`src/rtl/inst_prefetch.sv`:
```
// Instruction prefetcher: sequential fetch over a single-outstanding bus into a small
// circular queue, with redirect flushing the queue and discarding an in-flight response.
package inst_prefetch_pkg;
  typedef logic [31:0] addr_t;
  typedef logic [31:0] inst_t;

  localparam addr_t PCINIT = 32'h8000_0000;

  typedef struct packed {
    logic  valid;
    addr_t addr;
  } ibus_req_t;

  typedef struct packed {
    logic  addr_ok;
    logic  data_ok;
    inst_t data;
  } ibus_resp_t;
endpackage

// state  | meaning
// S_IDLE | no bus transaction; issues when the queue has room and no redirect
// S_REQ  | request presented (ireq.valid=1), waiting for addr_ok
// S_WAIT | address accepted, waiting for data_ok
// S_DROP | transaction made stale by a redirect; response is discarded
module inst_prefetch
  import inst_prefetch_pkg::*;
#(
  parameter int DEPTH   = 4,
  parameter int PC_STEP = 4
) (
  input  logic                       clk,
  input  logic                       rst,
  input  ibus_resp_t                 iresp,
  output ibus_req_t                  ireq,
  input  logic                       redirect,
  input  addr_t                      redirect_pc,
  output logic                       out_valid,
  input  logic                       out_ready,
  output inst_t                      out_inst,
  output addr_t                      out_pc,
  output logic [$clog2(DEPTH+1)-1:0] count,
  output logic                       busy
);
  localparam int PW = $clog2(DEPTH);
  localparam int CW = $clog2(DEPTH + 1);
  localparam logic [CW-1:0] FULL = CW'(DEPTH);
  localparam addr_t STEP = addr_t'(PC_STEP);

  typedef enum logic [1:0] {S_IDLE, S_REQ, S_WAIT, S_DROP} state_t;

  state_t        state_q, state_d;
  ibus_req_t     req_q, req_d;
  addr_t         fetch_pc_q, fetch_pc_d;
  logic [PW-1:0] head_q, head_d, tail_q, tail_d;
  logic [CW-1:0] count_q, count_d;
  inst_t         inst_mem_q [DEPTH];
  inst_t         inst_mem_d [DEPTH];
  addr_t         pc_mem_q   [DEPTH];
  addr_t         pc_mem_d   [DEPTH];
  logic          push, pop;

  always_comb begin
    state_d    = state_q;
    req_d      = req_q;
    fetch_pc_d = fetch_pc_q;
    head_d     = head_q;
    tail_d     = tail_q;
    count_d    = count_q;
    inst_mem_d = inst_mem_q;
    pc_mem_d   = pc_mem_q;
    push       = 1'b0;
    pop        = (count_q != '0) && out_ready && !redirect;

    case (state_q)
      S_IDLE: begin
        if (count_q < FULL && !redirect) begin
          req_d.valid = 1'b1;
          req_d.addr  = fetch_pc_q;
          state_d     = S_REQ;
        end
      end
      S_REQ, S_WAIT: begin
        if (redirect) begin
          // A response landing in the redirect cycle is already stale.
          if (iresp.data_ok) begin
            req_d.valid = 1'b0;
            state_d     = S_IDLE;
          end else begin
            if (iresp.addr_ok) req_d.valid = 1'b0;
            state_d = S_DROP;
          end
        end else if (iresp.data_ok) begin
          push        = 1'b1;
          fetch_pc_d  = fetch_pc_q + STEP;
          req_d.valid = 1'b0;
          state_d     = S_IDLE;
        end else if (iresp.addr_ok) begin
          req_d.valid = 1'b0;
          state_d     = S_WAIT;
        end
      end
      S_DROP: begin
        if (iresp.addr_ok) req_d.valid = 1'b0;
        if (iresp.data_ok) begin
          req_d.valid = 1'b0;
          state_d     = S_IDLE;
        end
      end
    endcase

    if (push) begin
      inst_mem_d[tail_q] = iresp.data;
      pc_mem_d[tail_q]   = req_q.addr;
      tail_d             = tail_q + PW'(1);
    end

    if (redirect) begin
      fetch_pc_d = redirect_pc;
      head_d     = tail_q;
      count_d    = '0;
    end else begin
      if (pop) head_d = head_q + PW'(1);
      count_d = count_q + CW'(push) - CW'(pop);
    end
  end

  always_ff @(posedge clk or posedge rst) begin
    if (rst) begin
      state_q    <= S_IDLE;
      req_q      <= '{valid: 1'b0, addr: PCINIT};
      fetch_pc_q <= PCINIT;
      head_q     <= '0;
      tail_q     <= '0;
      count_q    <= '0;
      inst_mem_q <= '{default: '0};
      pc_mem_q   <= '{default: '0};
    end else begin
      state_q    <= state_d;
      req_q      <= req_d;
      fetch_pc_q <= fetch_pc_d;
      head_q     <= head_d;
      tail_q     <= tail_d;
      count_q    <= count_d;
      inst_mem_q <= inst_mem_d;
      pc_mem_q   <= pc_mem_d;
    end
  end

  assign ireq      = req_q;
  assign out_valid = (count_q != '0);
  assign out_inst  = inst_mem_q[head_q];
  assign out_pc    = pc_mem_q[head_q];
  assign count     = count_q;
  assign busy      = (state_q != S_IDLE);
endmodule

```
`config.mk`:
```
export PLATFORM = sky130hd
export DESIGN_NAME = inst_prefetch
export DESIGN_NICKNAME = d
export VERILOG_FILES = /design/src/rtl/inst_prefetch.sv
export SDC_FILE = /design/constraint.sdc
export NUM_CORES = 1
export LEC_CHECK = 0
export ABC_AREA = 1
export CAP_MARGIN = 15
export CORE_MARGIN = 4
export CORE_UTILIZATION = 45
export CTS_CLUSTER_SIZE = 10
export DETAILED_ROUTE_END_ITERATION = 8
export PLACE_DENSITY = 0.68
export SKIP_CTS_REPAIR_TIMING = 1
export SYNTH_ARGS = -nofsm -noshare
export SYNTH_HDL_FRONTEND = slang
export SYNTH_SLANG_ARGS = --single-unit
export TNS_END_PERCENT = 100
```
`constraint.sdc`:
```
create_clock -name clk -period 12.6 [get_ports clk]
set_input_delay 2.52 -clock clk [delete_from_list [all_inputs] [get_ports clk]]
set_output_delay 2.52 -clock clk [all_outputs]
set_load 0.01 [all_outputs]
```
Word level (Yosys, flattened, before mapping) --
Cells that the tools add are included.
Word-level totals: bits of input ports 70, output and inout bits 102, bits in registers 330, logic and storage cells 80
Operators by class: reduce and logical (&&, ||, !) cells 17, $lt $le $gt $ge 4, bitwise operators 2, equal/unequal tests 7, multiplexer cells 30, add/subtract/negate cells 5
Operators by type and width (number):
- $bwmux W128 | 2
- $mux W32 | 8
- $bmux W32 S2 | 2
- $demux W32 S2 | 1
- $mux W33 | 1
- $add A32 B3 Y32 const B | 1
- $mux W2 | 8
- $reduce_bool A2 Y1 | 4
- $ge A3 B3 Y1 const B | 2
- $not A2 Y3 | 2
- $pmux W2 S3 | 1
- $reduce_and A2 Y1 | 3
- $mux W1 | 5
- $add A2 B1 Y2 const B | 2
- $eq A2 B2 Y1 const B | 2
- $logic_and A1 B1 Y1 | 4
- $ne A2 B2 Y1 const B | 2
- $ne A4 B4 Y1 const B | 1
- $add A3 B1 Y3 | 1
- $lt A3 B1 Y1 const B | 1
- $lt A3 B3 Y1 const B | 1
- $mux W3 | 1
- $ne A3 B1 Y1 const B | 1
- $reduce_and A3 Y1 | 1
- 8 further kinds | 8

Longest topological paths before layout --
Gate-level depths: netlist (run 1).
depth after elaboration 6, depth in mapped cells 13, depth with buffers taken out 12

Least setup slack after synthesis (run 1) --
Ideal clock, no wire load.
path type input to register, start point in redirect, end point reg count_q[2], in the netlist count[2], data required time 12.476 ns, setup time 0.124 ns, stages on the path 11, path buffers 2, arrival 4.126 ns, slack 8.349 ns, path through buf_6 -> nor2_8 -> clkbuf_8 -> inv_4 -> ha_1 -> inv_1 -> ha_1 -> inv_1 -> fa_1 -> o21ai_0 -> a21oi_1
Between the ends: word-level cells in the longest chain between the ends 5, elaborated cells on any way between the ends 7, those cells by class 2 x add/sub; 3 x mux; 2 x reduce/logical
RTL lines:
- start: declaration | RTL line 36 | input logic redirect,
- $mux W1 | RTL line 84 | if (redirect) begin
- $mux W1 | RTL line 75 | case (state_q)
- $add A3 B1 Y3 | RTL line 124 | count_d = count_q + CW'(push) - CW'(pop);
- $sub A3 B1 Y3 | RTL line 124
- $mux W3 (*) | RTL line 118 | if (redirect) begin
- net count_d[2] | RTL line 56 | logic [CW-1:0] count_q, count_d;
- end signal: assignment | RTL line 144 | count_q <= count_d;
- end: declaration | RTL line 56
Mark *: on every way through the listed nets, which the timed path passes. The rest lies on a longest branch. A chain may end at the register's enable or synchronous reset.

Worst setup path after layout (run 1) --
start point reg head_q[0], end point out out_pc[10]
Between the ends: word-level cells in the longest chain between the ends 4
RTL lines:
- start: declaration | RTL line 55 | logic [PW-1:0] head_q, head_d, tail_q, tail_d;
- start signal: assignment | RTL line 133 | head_q <= '0;
- start signal: assignment | RTL line 142 | head_q <= head_d;
- $not A2 Y3 (not written as such) | RTL line 153 | assign out_pc = pc_mem_q[head_q];
- $bmux W32 S2 | RTL line 153
- $mux W32 (not written as such) (2 in series) | RTL line 153
- end: declaration | RTL line 41 | output addr_t out_pc,
No other way between the ends. The select of a mux whose other input is x is not followed.

==> results of run 1 <==
==> worst reg2reg max path, cell delays in order, from the launching register on <==
cell and delay (ns):
dfrtp_1 0.38, inv_1 0.07, ha_1 0.35, nand2_2 0.15, nor2_8 0.41, nand2_4 0.46, buf_4 0.59, nand2_1 0.23
o21ai_1 0.08
==> through the flow <==
| stage | setup slack [ns] | area, sq um | hold WS [ns] |
|---|---|---|---|
| after CTS | 6.47 | 18100 | 0.475 |
| final | 6.43 | 18100 | 0.473 |
| after global routing | 6.29 | 18100 | 0.493 |
| after detailed placement | 7.04 | 17000 | 0.462 |
| after floorplan | 0.944 | 15500 | 0.450 |
| after global placement | 7.07 | 17000 | 0.460 |
==> kinds of logic after synthesis <==
| group | synth area share, % |
|---|---|
| AND/OR/NAND/NOR | 17.2 |
| AO/OA/AOI/OAI | 19.4 |
| flip-flops | 53.2 |
| buffers and inverters | 8.79 |
| XOR/XNOR | 0.564 |
| adder cells (fa/ha/maj) | 0.855 |
==> cell usage after synthesis <==
master and number:
nand2_1 420, dfrtp_1 328, o21ai_1 191, o21ai_0 180
nor2_1 171, inv_1 122, o21ai_2 66, o22ai_1 65
buf_6 58, nand3_1 42, clkbuf_1 40, buf_2 16
ha_1 9, xor2_1 9, nor2_4 6, o211ai_1 6
o221ai_1 6, nand2_4 5, nor2_2 5, o21bai_1 5
a21oi_1 4, nand2_2 3, and2_1 2, dfstp_2 2
nand4_1 2, or2_2 2, a31oi_1 1, buf_1 1
clkbuf_8 1, fa_1 1, inv_4 1, nor2_8 1
nor3_1 1, o31ai_1 1, xnor2_1 1
==> worst max path at each step <==
stage	slack, ns	startpoint	endpoint	cells after the start
detailed placement	7.04	head_q[0]	out_pc[10]	5
finish	6.43	head_q[0]	out_pc[10]	5
global placement	7.07	head_q[0]	out_pc[10]	5
floorplan	0.94	rst	count[0]	1
global route	6.29	head_q[0]	out_pc[10]	5
CTS	6.47	head_q[0]	out_inst[18]	5
==> report_power, final <==
group	internal, mW	switching, mW	total (mW)
Clock	0.581	0.404	0.985
Combinational	0.899	1.14	2.04
Sequential	1.51	0.314	1.82
Total	2.99	1.86	4.84
==> registers in the layout (all words and copies together) (netlist names) <==
name / cells
head_q: 2
state_q: 2
pc_mem_q: 128
inst_mem_q: 128
ireq: 33
fetch_pc_q: 32
count: 3
tail_q: 2
==> per-layer routing <==
metal | global-route usage [%] | vias to the layer above
met5 | 0 | -
met4 | 5.87 | 0
met3 | 3.15 | 71
met2 | 33.3 | 365
met1 | 28.8 | 5943
li1 | - | 6064
==> placed cells by master (no fill, tap or decap), drive strengths merged <==
master and n:
o21ai 437, nand2 428, dfrtp 328, nor2 183
clkdlybuf4s50 171, inv 123, o22ai 65, clkbuf 50
nand3 42, buf 13, xor2 9, ha 9
o221ai 6, o211ai 6, o21bai 5, a21oi 4
or2 2, nand4 2, and2 2, clkinv 2
dfstp 2, nor3 1, a31oi 1, xnor2 1
o31ai 1, fa 1
==> cell type report <==
| cell class | instances | area [sq um] | area share (%) |
|---|---|---|---|
| sequential | 330 | 8270 | 45.7 |
| multi-input combinational | 1205 | 5900 | 32.6 |
| timing repair buffer | 184 | 1830 | 10.1 |
| clock buffer | 50 | 1060 | 5.86 |
| tap | 448 | 561 | 3.10 |
| inverter | 123 | 474 | 2.62 |
| clock inverter | 2 | 10.0 | 0.0553 |
==> summary.md, run 1 <==
| Metric | Value |
|---|---|
| Final Critical Period | `6.17 ns` |
| CP Class | `flip-flop to output port` |
| Top-area cell type share of the netlist area | `52.9%` |
| Post-synthesis sequential area ratio | `53.2%` |
| Met3 wire length | `2110 microns` |
| WP data required | `10.08 ns` |
| Power per cell area | `268 nW/um^2` |
| Die Span Y | `194 microns` |
| Cell count after placement | `2,289` |
| First-pass GRT wire length | `64,500 microns` |
| I/O pin count | `172` |
| H-tree levels | `2` |
| Core Region | `33,800 sq um` |
| Top cell family by delay on the critical path | `buffers and inverters` |
| Clock buffer depth | `3` |
| Netlist Area Pre-Place | `15,500 sq um` |
| Vias in the first global route | `12,200` |
| Max transition margin | `26.0%` |
| Tot GR Track Use | `20.5%` |
| Pre-antenna DRT Iters | `5` |
| Die ar. | `37,500 sq um` |
| WL met2 | `18,100 microns` |
| Leakage | `8.27 nW` |
| Clock slew at reported path FFs | `0.05 ns` |
| Routed len/inst | `16.8 microns` |
| ANT cells | `0` |
| Area grow syn2layout | `16.6%` |
| Mapped Cells | `1,774` |
| Port bufs | `171` |
| Util after Layout | `53.6%` |
| F_max | `162 MHz` |
| Final setup violation count | `0` |
| CTS Buf Count | `39` |
| Hold Path Depth | `2` |
| Reg2Reg Setup Slack | `9.72 ns` |
| Max_cap viols | `0` |
| Initial DRC count | `852` |
| Max-slew violations | `0` |
| Final #Nets | `1,963` |
| Crit. End Element | `output port` |
| M1 WL | `18,000 microns` |
| RSZ-0062 raised after global routing | `no` |
| Synth area leader | `dfrtp_1` |
| Die W | `194 microns` |
| Final hold viol count | `0` |
| Starting density of the core | `45.9%` |
| Post-DP HPWL | `24,100 microns` |
| DR top layer | `met4` |
| Hold endpoint | `pc_mem_q[77]` |
| Total Wirelength | `39,300 microns` |
| Worst Max-Slew Pin Slew | `1.11 ns` |
| Yosys reg bits | `330` |
| Fraction of layout cells with a size suffix above 1 | `8.08%` |
| Largest net degree at the start of global routing | `101` |
| Worst Hold Class | `flip-flop to flip-flop` |
| Rows | `67` |
| CP Launch Type | `flip-flop` |
| R2R cell count | `8` |
| RR Endpoint | `inst_mem_q[103]` |
| Final TNS setup | `0 ns` |
| CTS tree | `yes` |
| HP Start | `pc_mem_q[77]` |
| Status | `finished, final reports clean` |
| Skew-Pair Late Insertion Delay | `0.52 ns` |
| GP Congestion | `0.890` |
| Bufs and invs on worst path | `3` |
| Final period utilization | `48.9%` |
| Cell Chain, Critical Path | `inv_4, buf_4, o21ai_0, o22ai_1, clkdlybuf4s50_1` |
| R2R Path Start | `state_q[1]` |
| Synth warn | `0` |
| Crit path arrival time | `3.65 ns` |
| Max IR drop VDD | `0.107 mV` |
| Overall power | `4.84 mW` |
| Via count | `12,400` |
| Fillers | `3,087` |
| Worst-path fanout max | `94` |
| Drc violations | `0` |
| Synth cell types | `35` |
| Synthesized area per cell | `8.75 sq um` |
| Crit path largest cell delay | `0.84 ns` |
| Initial antenna violation count | `0` |
| Finished Layout Cells | `2,342` |
| Syn nets | `1,854` |
| Remaining antenna violation count | `0` |
| Clock sinks | `330` |
| Total congestion overflow | `0` |
| DR vias/cell | `5.31` |
| Clock root cell | `clkbuf_16` |
| Slowest-stage cell, CP | `buf_4` |
| Ranking of synthesized cells by area | `dfrtp_1 (53%), nand2_1 (10%), o21ai_1 (6.2%), o21ai_0 (5.8%), buf_6 (4.2%)` |
| Setup Skew | `0.0143 ns` |
(Power assumes the default switching activity.)
==> run 2, diff against run 1 <==
--- a/config.mk
+++ b/config.mk
@@ -11,7 +11,7 @@
 export CORE_UTILIZATION = 45
 export CTS_CLUSTER_SIZE = 10
 export DETAILED_ROUTE_END_ITERATION = 8
-export PLACE_DENSITY = 0.68
+export PLACE_DENSITY = 0.71
 export SKIP_CTS_REPAIR_TIMING = 1
 export SYNTH_ARGS = -nofsm -noshare
 export SYNTH_HDL_FRONTEND = slang
==> constraint.sdc (replaced) <==
create_clock -name clk -period 4.95 [get_ports clk]
set_input_delay 0.99 -clock clk [delete_from_list [all_inputs] [get_ports clk]]
set_output_delay 0.99 -clock clk [all_outputs]
set_load 0.01 [all_outputs]
==> run 2 against run 1 <==
  * Combinational power increased to 2.6 times the previous value
  * Die area stayed put
  * Global-route usage up 0.32 points
  * Cell count increased by 0.51%
  * Clock skew about the same
  * Count of clock-buffer cells in the layout up 3
  * Highest routed layer unchanged
  * First-iteration DRC count rose by 9.6%
  * Non-clock buffer count grew 10
  * Sequential share of layout area is 0.42 points lower
  * Core utilization up 0.50 points
  * Sequential power grew to 2.5 times the previous value
==> summary.md, run 2 (synthesized netlist as in run 1, its figures left out) <==
| Metric | Value |
|---|---|
| CTS tree | `yes` |
| Setup Skew | `0.0141 ns (-0.000272 ns)` |
| Crit path arrival time | `3.11 ns (-0.54 ns)` |
| Most common library cell in the layout ignoring fill and taps | `nand2_1` |
| Worst Max-Slew Pin Slew | `1.04 ns (-0.0737 ns)` |
| Vias in the first global route | `12,600 (+3.5%)` |
| Max IR drop VDD | `0.366 mV (+240%)` |
| Finished Layout Cells | `2,354 (+0.51%)` |
| Post-DP Area | `17,200 sq um (+0.91%)` |
| GP Congestion | `0.880 (-1.1%)` |
| Remaining antenna violation count | `0 (unchanged)` |
| Crit. Startpoint | `head_q[0]` |
| Die W | `194 microns (unchanged)` |
| Rows | `67 (unchanged)` |
| Pre-CTS WS | `1.37 ns (-5.67 ns)` |
| Final hold viol count | `0 (unchanged)` |
| R2R Path Start | `state_q[1]` |
| CP Class | `flip-flop to output port` |
| Setup crit end | `out_pc[16]` |
| WP data required | `3.96 ns (-6.12 ns)` |
| Routed len/inst | `16.7 microns (-0.47%)` |
| Die Span Y | `194 microns (unchanged)` |
| Pre-antenna DRT Iters | `5 (unchanged)` |
| Clock slew at reported path FFs | `0.05 ns (about the same)` |
| F_max | `244 MHz` |
| R2R cell count | `12 (+4)` |
| Worst Hold Class | `flip-flop to flip-flop` |
| Initial antenna violation count | `0 (unchanged)` |
| Total Wirelength | `39,300 microns (about the same)` |
| Drc violations | `0 (unchanged)` |
| Most frequent cells in the layout | `nand2_1 (419), dfrtp_1 (326), o21ai_1 (191)` |
| Final #Nets | `1,973 (+0.51%)` |
| Leakage | `8.35 nW (+1.0%)` |
| Total congestion overflow | `0 (unchanged)` |
| Clock root cell | `clkbuf_16` |
| Status | `finished, final reports clean` |
| Largest net degree at the start of global routing | `110 (+8.9%)` |
| Port bufs | `171 (unchanged)` |
| DR vias/cell | `5.30 (-0.16%)` |
| Clock sinks | `330 (unchanged)` |
| CP Launch Type | `flip-flop` |
| Power per cell area | `680 nW/um^2 (+150%)` |
| Reg2Reg Setup Slack | `2.21 ns (-7.51 ns)` |
| Core Region | `33,800 sq um (unchanged)` |
| Overall power | `12.4 mW (+160%)` |
| Setup ws final | `0.848 ns (-5.59 ns)` |
| Final TNS setup | `0 ns (unchanged)` |
| Clock buffer depth | `3 (unchanged)` |
| First-pass GRT wire length | `65,900 microns (+2.2%)` |
| H-tree levels | `2 (unchanged)` |
| Tot GR Track Use | `20.8% (+0.32 points)` |
| Util after Layout | `54.1% (+0.50 points)` |
| RR Endpoint | `count[2]` |
| CTS Buf Count | `39 (unchanged)` |
| Skew-Pair Late Insertion Delay | `0.51 ns (about the same)` |
| Post-DP HPWL | `25,600 microns (+5.9%)` |
| Starting density of the core | `45.9% (unchanged)` |
| Hold Slack | `0.475 ns (+0.00262 ns)` |
| Die ar. | `37,500 sq um (unchanged)` |
| Area grow syn2layout | `17.7%` |
| Max-slew violations | `0 (unchanged)` |
| Initial DRC count | `934 (+9.6%)` |
| Final setup violation count | `0 (unchanged)` |
| Via count | `12,500 (+0.35%)` |
| Crit. End Element | `output port` |
| ANT cells | `0 (unchanged)` |
| Fraction of layout cells with a size suffix above 1 | `8.55% (+0.47 points)` |
| Max transition margin | `30.6% (+4.7 points)` |
| RSZ-0062 raised after global routing | `no` |
| Post-route cell area | `18,300 sq um (+0.93%)` |
| Worst-path fanout max | `86 (-8.5%)` |
| Final Critical Period | `4.10 ns` |
| Cell count after placement | `2,300 (+0.48%)` |
| Final period utilization | `82.9%` |
| I/O pin count | `172 (unchanged)` |
| Max_cap viols | `0 (unchanged)` |
run 2: layer usage:
layer / share of wire [%] / vias up / global-route usage, %
met5: 0 / - / 0
met4: 2.1 / 0 / 5.72
met3: 5.4 / 63 / 3.48
met2: 48 / 347 / 34.1
met1: 45 / 5992 / 28.9
li1: - / 6085 / -
run 2: worst min-delay path by stage:
| stage | startpoint | endpoint | slack [ns] | cells past startpoint |
|---|---|---|---|---|
| 2_1_floorplan | inst_mem_q[63] | inst_mem_q[63] | 0.45 | 2 |
| 3_3_place_gp | pc_mem_q[40] | pc_mem_q[40] | 0.46 | 2 |
| 3_5_place_dp | pc_mem_q[40] | pc_mem_q[40] | 0.46 | 2 |
| 4_1_cts | inst_mem_q[36] | inst_mem_q[36] | 0.48 | 2 |
| 5_1_grt | inst_mem_q[78] | inst_mem_q[78] | 0.49 | 2 |
| 6_report | inst_mem_q[82] | inst_mem_q[82] | 0.48 | 2 |
run 2: worst max-delay path: stages, from the launching register on:
cell	delay, ns
dfrtp_4	0.74
buf_4	0.76
o21ai_0	0.16
o22ai_1	0.28
clkdlybuf4s50_1	0.59
run 2: layout make-up:
cell class,instances,area [sq um]
Fill cell,3083,15500
Sequential cell,330,8270
Multi-Input combinational cell,1205,5900
Timing Repair Buffer,194,1960
Clock buffer,53,1080
Tap cell,448,561
Inverter,123,470
Clock inverter,1,30.0
run 2: power by group:
group          internal [mW]  leakage, nW  switching, mW
clock                   1.55        0.540           1.01
sequential              3.84         4.21          0.795
combinational           2.32         3.60           2.90
